### config.mk
export PLATFORM = sky130hd
export DESIGN_NAME = morra_match_param
export DESIGN_NICKNAME = d
export VERILOG_FILES = /design/src/rtl/morra_pkg.sv /design/src/rtl/morra_round_judge.sv /design/src/rtl/morra_match_param.sv
export SDC_FILE = /design/constraint.sdc
export NUM_CORES = 1
export LEC_CHECK = 0
export ABC_AREA = 1
export BUFFER_PORTS_ARGS = -buffer_cell sky130_fd_sc_hd__clkbuf_2
export CAP_MARGIN = 20
export CORE_MARGIN = 10
export CORE_UTILIZATION = 62
export CTS_CLUSTER_SIZE = 30
export DETAILED_ROUTE_END_ITERATION = 8
export PLACE_DENSITY = 0.88
export SLEW_MARGIN = 0
export SYNTH_ARGS = -nofsm -noshare
export SYNTH_HDL_FRONTEND = slang
export SYNTH_SLANG_ARGS = --single-unit
### constraint.sdc
create_clock -name clk -period 6.2 [get_ports clk]
set_input_delay 0 -clock clk [delete_from_list [all_inputs] [get_ports clk]]
set_output_delay 0 -clock clk [all_outputs]
set_load 0.01 [all_outputs]
### src/rtl/morra_pkg.sv
// Shared types and helpers for the rock-paper-scissors match controller.
package morra_pkg;

  // Move encoding on g1/g2
  typedef enum logic [1:0] {
    NONE     = 2'b00,
    ROCK     = 2'b01,
    PAPER    = 2'b10,
    SCISSORS = 2'b11
  } move_t;

  // Per-round result
  typedef enum logic [1:0] {
    M_NONE = 2'b00,
    M_P1   = 2'b01,
    M_P2   = 2'b10,
    M_TIE  = 2'b11
  } manche_t;

  // Match result
  typedef enum logic [1:0] {
    P_PLAY = 2'b00,
    P_P1   = 2'b01,
    P_P2   = 2'b10,
    P_DRAW = 2'b11
  } partita_t;

  // Match controller state
  typedef enum logic {
    PLAY = 1'b0,
    OVER = 1'b1
  } state_t;

  // True when move a defeats move b (both assumed non-NONE)
  function automatic logic beats(input move_t a, input move_t b);
    return ((a == ROCK)     && (b == SCISSORS)) ||
           ((a == SCISSORS) && (b == PAPER))    ||
           ((a == PAPER)    && (b == ROCK));
  endfunction

endpackage

### src/rtl/morra_round_judge.sv
// Combinational round judge: decides whether a round counts and who won it.
// A stored winning move of 00 never blocks, so tying the last-win inputs to
// 00 disables the blocking rule (used when MORRA_BLOCK_RULE_EN is undefined).
module morra_round_judge
  import morra_pkg::*;
(
  input  logic [1:0] i_g1,
  input  logic [1:0] i_g2,
  input  logic [1:0] i_last_win1,
  input  logic [1:0] i_last_win2,
  output logic       o_valid,
  output manche_t    o_outcome
);

  logic w_idle;
  logic w_blocked;

  assign w_idle    = (i_g1 == 2'b00) || (i_g2 == 2'b00);
  assign w_blocked = ((i_last_win1 != 2'b00) && (i_g1 == i_last_win1)) ||
                     ((i_last_win2 != 2'b00) && (i_g2 == i_last_win2));

  // Validity and winner of the presented moves
  always_comb begin
    o_valid   = !w_idle && !w_blocked;
    o_outcome = M_NONE;
    if (o_valid) begin
      if (i_g1 == i_g2)
        o_outcome = M_TIE;
      else if (beats(move_t'(i_g1), move_t'(i_g2)))
        o_outcome = M_P1;
      else
        o_outcome = M_P2;
    end
  end

endmodule

### src/rtl/morra_match_param.sv
// Parametrised two-player rock-paper-scissors match controller.
// Optional feature: define MORRA_BLOCK_RULE_EN to forbid a player from
// repeating their last winning move.
module morra_match_param
  import morra_pkg::*;
#(
  parameter int MIN_ROUNDS  = 4,
  parameter int LEAD_TO_WIN = 2,
  parameter int CNT_W       = 5
) (
  input  logic             clk,
  input  logic             reset,
  input  logic [1:0]       g1,
  input  logic [1:0]       g2,
  output logic [1:0]       manche,
  output logic [1:0]       partita,
  output logic [CNT_W-1:0] rounds,
  output logic [CNT_W-1:0] score1,
  output logic [CNT_W-1:0] score2
);

  localparam logic [CNT_W-1:0] MIN_N = CNT_W'(MIN_ROUNDS);
  localparam logic [CNT_W-1:0] LEAD  = CNT_W'(LEAD_TO_WIN);

  state_t           r_state,  w_state_next;
  manche_t          r_manche, w_manche_next;
  partita_t         r_partita, w_partita_next;
  logic [CNT_W-1:0] r_rounds, w_rounds_next;
  logic [CNT_W-1:0] r_score1, w_score1_next;
  logic [CNT_W-1:0] r_score2, w_score2_next;
  logic [CNT_W-1:0] r_max_rounds;
  logic [1:0]       w_last_win1, w_last_win2;
  logic [1:0]       w_last_win1_next, w_last_win2_next;
  logic             w_valid;
  manche_t          w_outcome;
  logic [CNT_W-1:0] w_lead;

`ifdef MORRA_BLOCK_RULE_EN
  logic [1:0] r_last_win1, r_last_win2;

  // Stored winning moves for the blocking rule
  always_ff @(posedge clk) begin
    if (reset) begin
      r_last_win1 <= 2'b00;
      r_last_win2 <= 2'b00;
    end else begin
      r_last_win1 <= w_last_win1_next;
      r_last_win2 <= w_last_win2_next;
    end
  end

  assign w_last_win1 = r_last_win1;
  assign w_last_win2 = r_last_win2;
`else
  // No history kept: zero never blocks a move
  assign w_last_win1 = 2'b00;
  assign w_last_win2 = 2'b00;
`endif

  morra_round_judge u_judge (
    .i_g1        (g1),
    .i_g2        (g2),
    .i_last_win1 (w_last_win1),
    .i_last_win2 (w_last_win2),
    .o_valid     (w_valid),
    .o_outcome   (w_outcome)
  );

  // Next-state, counter update and end-of-match decision
  always_comb begin
    w_state_next     = r_state;
    w_manche_next    = M_NONE;
    w_partita_next   = r_partita;
    w_rounds_next    = r_rounds;
    w_score1_next    = r_score1;
    w_score2_next    = r_score2;
    w_last_win1_next = w_last_win1;
    w_last_win2_next = w_last_win2;
    w_lead           = '0;

    if ((r_state == PLAY) && w_valid) begin
      w_manche_next = w_outcome;
      w_rounds_next = r_rounds + 1'b1;
      case (w_outcome)
        M_P1: begin
          w_score1_next    = r_score1 + 1'b1;
          w_last_win1_next = g1;
        end
        M_P2: begin
          w_score2_next    = r_score2 + 1'b1;
          w_last_win2_next = g2;
        end
        default: ;
      endcase

      // Decide using the counts as they will be after this edge
      w_lead = (w_score1_next >= w_score2_next) ? (w_score1_next - w_score2_next)
                                                : (w_score2_next - w_score1_next);
      if ((w_rounds_next >= MIN_N) && (w_lead >= LEAD)) begin
        w_partita_next = (w_score1_next > w_score2_next) ? P_P1 : P_P2;
      end else if (w_rounds_next == r_max_rounds) begin
        if (w_score1_next > w_score2_next)
          w_partita_next = P_P1;
        else if (w_score2_next > w_score1_next)
          w_partita_next = P_P2;
        else
          w_partita_next = P_DRAW;
      end

      if (w_partita_next != P_PLAY)
        w_state_next = OVER;
    end
  end

  // State, counters and configuration registers
  always_ff @(posedge clk) begin
    if (reset) begin
      r_state      <= PLAY;
      r_manche     <= M_NONE;
      r_partita    <= P_PLAY;
      r_rounds     <= '0;
      r_score1     <= '0;
      r_score2     <= '0;
      r_max_rounds <= MIN_N + CNT_W'({g1, g2});
    end else begin
      r_state   <= w_state_next;
      r_manche  <= w_manche_next;
      r_partita <= w_partita_next;
      r_rounds  <= w_rounds_next;
      r_score1  <= w_score1_next;
      r_score2  <= w_score2_next;
    end
  end

  assign manche  = r_manche;
  assign partita = r_partita;
  assign rounds  = r_rounds;
  assign score1  = r_score1;
  assign score2  = r_score2;

endmodule
**Word level (Yosys, flattened, before mapping)**

Cells that the tools add are included.

- Bits in registers: 25
- Input bits: 6

- Add/subtract/negate cells: 6
- $lt $le $gt $ge: 5
- Equality and inequality tests: 10
- Muxes and demuxes: 14
- Bitwise logic cells: 2
- Reduce and logical (&&, ||, !) cells: 14

Operators by type and width:

| kind | number |
|---|---|
| $mux 5 | 5 |
| $mux 2 | 8 |
| $add 5x1->5 const B | 3 |
| $eq 2x2->1 const B | 5 |
| $gt 5x5->1 | 2 |
| $sub 5x5->5 | 2 |
| $eq 2x1->1 const B | 3 |
| $add 3x4->5 const A | 1 |
| $eq 5x5->1 | 1 |
| $ge 5x2->1 const B | 1 |
| $ge 5x3->1 const B | 1 |
| $ge 5x5->1 | 1 |
| $logic_and 1x1->1 | 5 |
| $logic_not 2->1 | 2 |
| $logic_or 1x1->1 | 3 |
| $eq 2x2->1 | 1 |
| $not 1->1 | 2 |
| $reduce_and 2->1 | 1 |
| $reduce_bool 2->1 | 1 |
| $reduce_or 2->1 | 1 |
| $logic_not 1->1 | 1 |
| $mux 1 | 1 |

**Longest topological paths before layout**

Gate-level depths: netlist of run 1.

- Depth after elaboration: 18
- Gate-level depth with buffers: 26

**Cells and area by module**

From an unflattened synthesis of run 1, not the netlist that was laid out.

- Cells, all modules: 297
- Area total of the unflattened synthesis: 2006.9 µm²

By module, submodules not included:

| module | instances | cells each | area each (µm²) | seq. area each (µm²) |
|---|---|---|---|---|
| morra_match_param | 1 | 261 | 1861.8 | 550.5 |
| morra_round_judge | 1 | 36 | 145.1 | 0.0 |

**Least setup slack after synthesis of run 1**

No wires, ideal clock.

- Kind: flip-flop to flip-flop
- From: register r_score1[0], in the netlist score1[0]
- To: register r_state
- Setup time: 0.109 ns
- Data arrival time: 2.390 ns
- Path slack: 3.701 ns
- Stages on the path, launching flop included: 21
- Cells stage by stage: dfxtp_1 -> ha_1 -> nand3_1 -> nor2_1 -> xor2_1 -> inv_1 -> ha_1 -> nand2_1 -> nand2_1 -> nor2_1 -> nand2_2 -> nand2_1 -> a21oi_1 -> nand2_1 -> nand3_1 -> nand2_1 -> nand2_1 -> nand2_2 -> nand3_2 -> nand2_1 -> inv_1

- Cells in the longest elaborated chain, start to end: 11

RTL lines:

| what | line | text |
|---|---|---|
| start: declaration | morra_match_param.sv:29 | `logic [CNT_W-1:0] r_score1, w_score1_next;` |
| start signal: assignment | morra_match_param.sv:130 | `r_score1 <= w_score1_next;` |
| $add 5x1->5 | morra_match_param.sv:86 | `w_score1_next = r_score1 + 1'b1;` |
| $mux 5 * | morra_match_param.sv:84 | `case (w_outcome)` |
| $mux 5 * | morra_match_param.sv:81 | `if ((r_state == PLAY) && w_valid) begin` |
| $sub 5x5->5 (tied with other cells) | morra_match_param.sv:98 | `: (w_score2_next - w_score1_next);` |
| $mux 5 or $mux 1 (tied branches) | morra_match_param.sv:97, morra_match_param.sv:104 |  |
| $ge 5x2->1 or $mux 2 (tied branches) | morra_match_param.sv:99, morra_match_param.sv:102 |  |
| $logic_and 1x1->1 or $mux 2 (tied branches) | morra_match_param.sv:99, morra_match_param.sv:101 |  |
| $mux 2 * | morra_match_param.sv:99 | `if ((w_rounds_next >= MIN_N) && (w_lead >= LEAD)) begin` |
| $mux 2 * | morra_match_param.sv:81 |  |
| $reduce_bool 2->1 * | morra_match_param.sv:110 | `if (w_partita_next != P_PLAY)` |
| $reduce_and 2->1 (no line) * | -- |  |
| end signal: assignment | morra_match_param.sv:126 | `r_state <= w_state_next;` |
| end: declaration | morra_match_param.sv:25 | `state_t r_state, w_state_next;` |

Every way passes the cells marked *; elsewhere a longest branch is shown, timed or not. The select of a mux whose other input is x is not followed.
A chain may end at the register's enable or synchronous reset.

**Worst setup path in the final report of run 1**

- From: input g2[1]
- To: register r_state

- Cells in the longest elaborated chain, start to end: 18

RTL lines:

| what | line | text |
|---|---|---|
| start: declaration | morra_match_param.sv:14 | `input logic [1:0] g2,` |
| $eq 2x2->1, on equally long branches | morra_pkg.sv:36, morra_pkg.sv:37 |  |
| $logic_and 1x1->1, on equally long branches | morra_pkg.sv:36, morra_pkg.sv:37 |  |
| $logic_or 1x1->1 | morra_pkg.sv:36 | `return ((a == ROCK) && (b == SCISSORS)) \|\|` |
| $logic_or 1x1->1 | morra_pkg.sv:37 | `((a == SCISSORS) && (b == PAPER)) \|\|` |
| $mux 2 | morra_round_judge.sv:29 | `else if (beats(move_t'(i_g1), move_t'(i_g2)))` |
| $mux 2 | morra_round_judge.sv:27 | `if (i_g1 == i_g2)` |
| $mux 2 | morra_round_judge.sv:26 | `if (o_valid) begin` |
| $eq 2x2->1 or $eq 2x1->1 (tied branches) | morra_match_param.sv:84 |  |
| [... 2 more ...] | -- |  |
| $sub 5x5->5 (tied with other cells) | morra_match_param.sv:98 |  |
| $mux 5 or $mux 1 (tied branches) | morra_match_param.sv:97, morra_match_param.sv:104 |  |
| $ge 5x2->1 or $mux 2 (tied branches) | morra_match_param.sv:99, morra_match_param.sv:102 |  |
| $logic_and 1x1->1 or $mux 2 (tied branches) | morra_match_param.sv:99, morra_match_param.sv:101 |  |
| $mux 2 | morra_match_param.sv:99 |  |
| $mux 2 | morra_match_param.sv:81 |  |
| $reduce_bool 2->1 | morra_match_param.sv:110 |  |
| $reduce_and 2->1 (no line) * | -- |  |

Marks and branches as above.

==> results.yml, run 1 <==
run_status:
  status: "finished, final reports clean"
layout:
  multi_input_area_um2: 1340
  syn_to_final_growth_pct: 10.1
  drive_gt1_frac: 0.219
  mostFrequentLayoutCells: "nand2_1 (62), inv_1 (43), clkbuf_2 (24)"
  final.fill_count: 274
  final_common_cell: "nand2_1"
  seq_area_um2: 551
  instances_no_fill: 356
  final_nets: 333
  antennaDiodeCount: 0
timing:
  max_freq_mhz: 323
  maxSlewHeadroom: 0.558
  setup_viol: 0
  period_minus_slack_ns: 3.10
  hold_slack_ns: 0.0473
  skew_ns: 0.00200
  fin_tns_setup_ns: 0
  fin_ws_ns: 3.10
  rsz0062_at_grt: "false"
  tightest_slew_ns: 0.657
  drv_slew: 0
  post-route-period-util: 0.500
  hold_viol_final: 0
placed_design:
  dp_worst_setup_slack_ns: 3.13
  place_congestion: 0.928
  dpl.hpwl_um: 3560
  port_buffers: 24
  dp.cells: 350
logic_synthesis:
  synth_xor_xnor_area_share: 0.0671
  synth-edff-count: 5
  syn_area_per_cell_um2: 7.35
  synth_top_family_by_area: "simple AND/OR/NAND/NOR gates"
  syn_area_um2: 2090
  synth_warnings: 0
  ys_seq_area_frac: 0.264
  synth_compound_area_frac: 0.0995
  synthSimpleGateAreaFrac: 0.364
  yosys-mux-area-fraction: 0.00719
  synth_seq_cells: 25
  synth.distinct_cells: 31
  synth-async-reset-ratio: 0
  ys.flop_type: "dfxtp_1"
  synth_adder_area_share: 0.103
  syn_nets: 306
  synthCells: 284
run:
  maxCapViolCount: 0
clock_tree:
  cts_buffers: 3
  cts_setup_buffers: 0
  clk_latency_ns: 0.33
  cts_root_buf: "clkbuf_4"
  htreeDepth: 1
  path_clk_slew_ns: 0.15
  clock-sinks: 25
  cts_tree: "done"
  cts_max_path_buffers: 2
  cts_resized: 0
drt:
  vias: 1854
  dr.pass1.iters: 4
  drtIter0Drc: 106
  wl_per_cell_um: 12.4
  final_antenna_net_count: 0
  detail_route.drc_violations: 0
  wl_um: 4400
  vias_per_cell: 5.21
pwr:
  max-vdd-ir-drop_uv: 165
  swShare: 0.493
  p_switching_uw: 409
  pwr-share-clk: 0.095
  comb_power_share: 0.618
  internal-power_uw: 420
  p_seq_frac: 0.287
  power_density_nw_per_um2: 360
  power.leakage_nw: 1.23
floorplan:
  start_util: 0.636
  die_h_um: 78.0
  dieArea_um2: 6090
  ios: 25
  std_cell_rows: 21
  core_area_um2: 3280
  die_w_um: 78.0
worst_setup_path:
  r2r-start: "score1[0]$_SDFFE_PP0P_"
  endpoint: "r_state$_SDFFE_PP0P_"
  critPathKind: "in -> reg"
  startpoint_type: "input pin"
  rrSetupSlack_ns: 3.31
  path_max_fanout: 10
  cp.required_ns: 6.46
  endpoint_kind: "flop"
  startpoint: "g2[1]"
  ff2ff_path_depth: 19
  arrival_ns: 3.35
  r2r-end: "r_state$_SDFFE_PP0P_"
worst_hold_path:
  hold_start: "reset"
  holdCritPathClass: "in -> reg"
global_routing:
  antenna_found_initial: 0
  grt_usage: 0.149
  grt_overflow: 0
  grt_max_degree: 21
  grt_pass1_wl_um: 7780
  grt_pass1_vias: 1745
[cell usage after synthesis (6+ instances only)]
cell	count	area, um2
nand3_1	20	100
dfxtp_1	20	400
nand4_1	11	68.8
inv_1	43	161
a21oi_1	17	85.1
nor2_1	11	41.3
nand2_1	62	233
ha_1	14	175
nand2_4	6	67.6
nand2_2	9	56.3
xor2_1	11	96.3
inv_2	6	22.5
o21ai_0	13	65.1
[registers in the layout, indices dropped and copies added, names as in the netlist]
signal,count
r_state,1
rounds,5
score2,5
partita,2
score1,5
r_max_rounds,5
manche,2
[stage by stage]
stage / total power [mW] / utilization / area, um2
6_report: 0.829 / 0.700 / 2300
5_1_grt: 0.911 / 0.700 / 2300
4_1_cts: 0.830 / 0.700 / 2300
3_5_place_dp: 0.750 / 0.685 / 2250
3_3_place_gp: 0.738 / 0.685 / 2250
2_1_floorplan: 0.641 / - / 2090
[area by class of cell]
type                       instances  share of cell area
tap                               46              0.0250
timing repair buffer              26              0.0609
clock inverter                     1             0.00326
sequential                        25               0.239
clock buffer                       3             0.00979
multi-input combinational        206               0.582
inverter                          49              0.0800
[critical path: stages]
cell	delay (ns)
dlygate4sd3_1	0.54
clkbuf_2	0.18
inv_2	0.08
a21oi_4	0.33
nand3_4	0.16
inv_1	0.10
nand4_1	0.14
xor2_1	0.28
inv_1	0.08
ha_1	0.42
nand2_1	0.08
nor2_1	0.13
nand3_2	0.12
nand3_1	0.14
nor2_1	0.05
nand2_1	0.07
nand3_1	0.09
nand2_1	0.07
nand2_1	0.05
nand2_2	0.08
nand3_2	0.07
nand2_1	0.06
inv_1	0.04
[timing repair]
action,4_1_cts,5_1_grt
endpoints found under the hold margin,2,0
hold buffers,2,0
setup endpoints to repair,0,0
[layer usage]
layer | up-vias | track usage | wire [um]
met3 | 4 | 0.0444 | 254
met4 | 0 | 0.0269 | 19
met2 | 31 | 0.269 | 2150
li1 | 969 | - | -
met1 | 850 | 0.170 | 1980
met5 | - | 0 | 0
[power groups by stage]
stage	logic, mW	clock network, mW	registers [mW]
after global placement	0.499	0	0.239
after floorplan	0.394	0	0.247
after global routing	0.584	0.0838	0.243
after CTS	0.513	0.0794	0.237
final	0.512	0.0790	0.238
after detailed placement	0.509	0	0.241
[worst min path at each step]
stage	endpoint	slack (ns)	cells past startpoint
after global placement	r_max_rounds[0]$_DFFE_PP_	0.28	1
after global routing	r_max_rounds[2]$_DFFE_PP_	0.06	2
after detailed placement	r_max_rounds[0]$_DFFE_PP_	0.28	1
after floorplan	r_max_rounds[0]$_DFFE_PP_	0.1	0
final	partita[1]$_SDFFE_PP0P_	0.05	2
after CTS	partita[1]$_SDFFE_PP0P_	0.05	2
[cells by family (layout without fill, tap and decap cells)]
group / count (synthesis) / count (layout)
simple gates: 137 / 137
buf+inv: 53 / 79
compound gates: 36 / 36
flops: 25 / 25
fa+ha+maj: 16 / 16
xor+xnor: 16 / 16
mux: 1 / 1
(Power assumes the default switching activity.)
==> run 2: changes to the inputs <==
- CORE_UTILIZATION: 62 -> 53
- PLACE_DENSITY: 0.88 -> 0.81
- clock period: 6.2 -> 2.7 ns (I/O delays scaled with it)
==> run 2 against run 1 <==
- die area grew 13%
- cell count grew 7.0%
- hold slack gained 0.0061 ns
- register-to-register slack lost 3.1 ns
- first-iteration DRC count grew 62%
- sequential share of layout area shrank 2.6 points
- critical path depth shrank 6
- critical endpoint unchanged
- largest cell class unchanged
==> results.yml, run 2 (synthesis gave the netlist of run 1 again) <==
run_status:
  status: "finished, final reports clean"
drt:
  wl_um: 5280
  drtIter0Drc: 172
  dr.pass1.iters: 4
  vias: 2014
  detail_route.drc_violations: 0
  final_antenna_net_count: 0
  wl_per_cell_um: 13.9
  vias_per_cell: 5.29
worst_setup_path:
  cp.required_ns: 2.88
  critPathKind: "reg -> reg"
  ff2ff_path_depth: 17
  r2r-end: "r_state$_SDFFE_PP0P_"
  path_max_fanout: 5
  arrival_ns: 2.72
  startpoint_type: "flop"
  rrSetupSlack_ns: 0.17
  endpoint_kind: "flop"
  r2r-start: "score1[1]$_SDFFE_PP0P_"
layout:
  antennaDiodeCount: 0
  final.fill_count: 306
  multi_input_area_um2: 1450
  final_core_util: 0.697
  instances_no_fill: 381
  drive_gt1_frac: 0.363
  design_area_um2: 2610
  mostFrequentLayoutCells: "nand2_1 (58), inv_1 (38), buf_4 (25)"
  seq_area_um2: 557
  final_common_cell: "nand2_1"
  final_nets: 356
  syn_to_final_growth_pct: 25.0
placed_design:
  post_dp_cell_area_um2: 2420
  dp.cells: 374
  place_congestion: 0.936
  dpl.hpwl_um: 4000
  port_buffers: 24
global_routing:
  grt_pass1_wl_um: 8580
  grt_max_degree: 21
  antenna_found_initial: 0
  grt_usage: 0.155
  grt_pass1_vias: 1916
  grt_overflow: 0
clock_tree:
  path_clk_slew_ns: 0.09
  cts_tree: "done"
  cts_buffers: 3
  clock-sinks: 25
  cts_max_path_buffers: 2
  clk_latency_ns: 0.28
  htreeDepth: 1
  cts_root_buf: "clkbuf_8"
floorplan:
  ios: 25
  start_util: 0.558
  core_area_um2: 3740
  dieArea_um2: 6850
  die_w_um: 82.8
  die_h_um: 82.8
  std_cell_rows: 22
worst_hold_path:
  hold_end: "r_max_rounds[1]$_DFFE_PP_"
  hold_start: "g2[1]"
  holdCritPathClass: "in -> reg"
  hold_depth: 1
run:
  maxCapViolCount: 0
timing:
  tightest_slew_ns: 0.647
  drv_slew: 0
  setup_viol: 0
  hold_slack_ns: 0.0534
  fin_tns_setup_ns: 0
  max_freq_mhz: 395
  period_minus_slack_ns: 2.53
  hold_viol_final: 0
  post-route-period-util: 0.938
  skew_ns: 0.00854
  maxSlewHeadroom: 0.568
pwr:
  power_density_nw_per_um2: 840
  max-vdd-ir-drop_uv: 540
  power.leakage_nw: 1.35
-- run 2: per-stage QoR --
stage / setup slack [ns] / power [mW]
2_1_floorplan: 0.201 / 1.47
3_3_place_gp: -0.152 / 1.79
3_5_place_dp: -0.248 / 1.83
4_1_cts: 0.0127 / 2.06
5_1_grt: -0.0568 / 2.40
6_report: 0.169 / 2.19
-- run 2: power breakdown --
group,internal (mW),switching [mW],total [mW]
logic,0.583,0.836,1.42
clock network,0.105,0.125,0.230
registers,0.464,0.0787,0.542
total,1.15,1.04,2.19
-- run 2: timing repair --
action | in CTS | in global routing
hold buffers | 1 | 0
endpoints found under the setup margin | 0 | 3
buffers inserted | 0 | 2
resized for setup | 0 | 36
hold endpoints to repair | 1 | 0
-- run 2: final cells by class --
class	instances	share of cell area
Clock buffer	3	0.0158
Clock inverter	1	0.00288
Inverter	49	0.0705
Multi-Input combinational cell	206	0.555
Sequential cell	25	0.213
Tap cell	48	0.0230
Timing Repair Buffer	49	0.120
-- run 2: how the worst max path moves through the flow --
stage | startpoint | to | slack [ns] | cells past startpoint
after floorplan | g1[0] | r_state$_SDFFE_PP0P_ | 0.20 | 22
after global placement | g1[1] | r_state$_SDFFE_PP0P_ | -0.15 | 25
after detailed placement | g1[1] | r_state$_SDFFE_PP0P_ | -0.25 | 23
after CTS | score1[1]$_SDFFE_PP0P_ | r_state$_SDFFE_PP0P_ | 0.01 | 19
after global routing | g1[1] | r_state$_SDFFE_PP0P_ | -0.06 | 25
final | score1[1]$_SDFFE_PP0P_ | r_state$_SDFFE_PP0P_ | 0.17 | 17
-- run 2: critical path: stages, from the launching register on --
cell     delay (ns)
dfxtp_4        0.37
ha_2           0.32
nand2_1        0.06
o21ai_1        0.15
inv_1          0.12
fa_1           0.39
inv_2          0.08
nand4_1        0.14
nand3_1        0.10
nand2_1        0.07
a21oi_2        0.10
nand2_1        0.09
nand4_1        0.13
nand2_1        0.08
nand2_2        0.08
nand3_2        0.07
nand2_1        0.06
inv_1          0.04
-- run 2: layer usage --
metal,part of all wire,vias up,track usage
li1,-,1013,-
met1,0.42,924,0.190
met2,0.50,63,0.269
met3,0.065,14,0.0323
met4,0.018,0,0.0334
met5,0,-,0
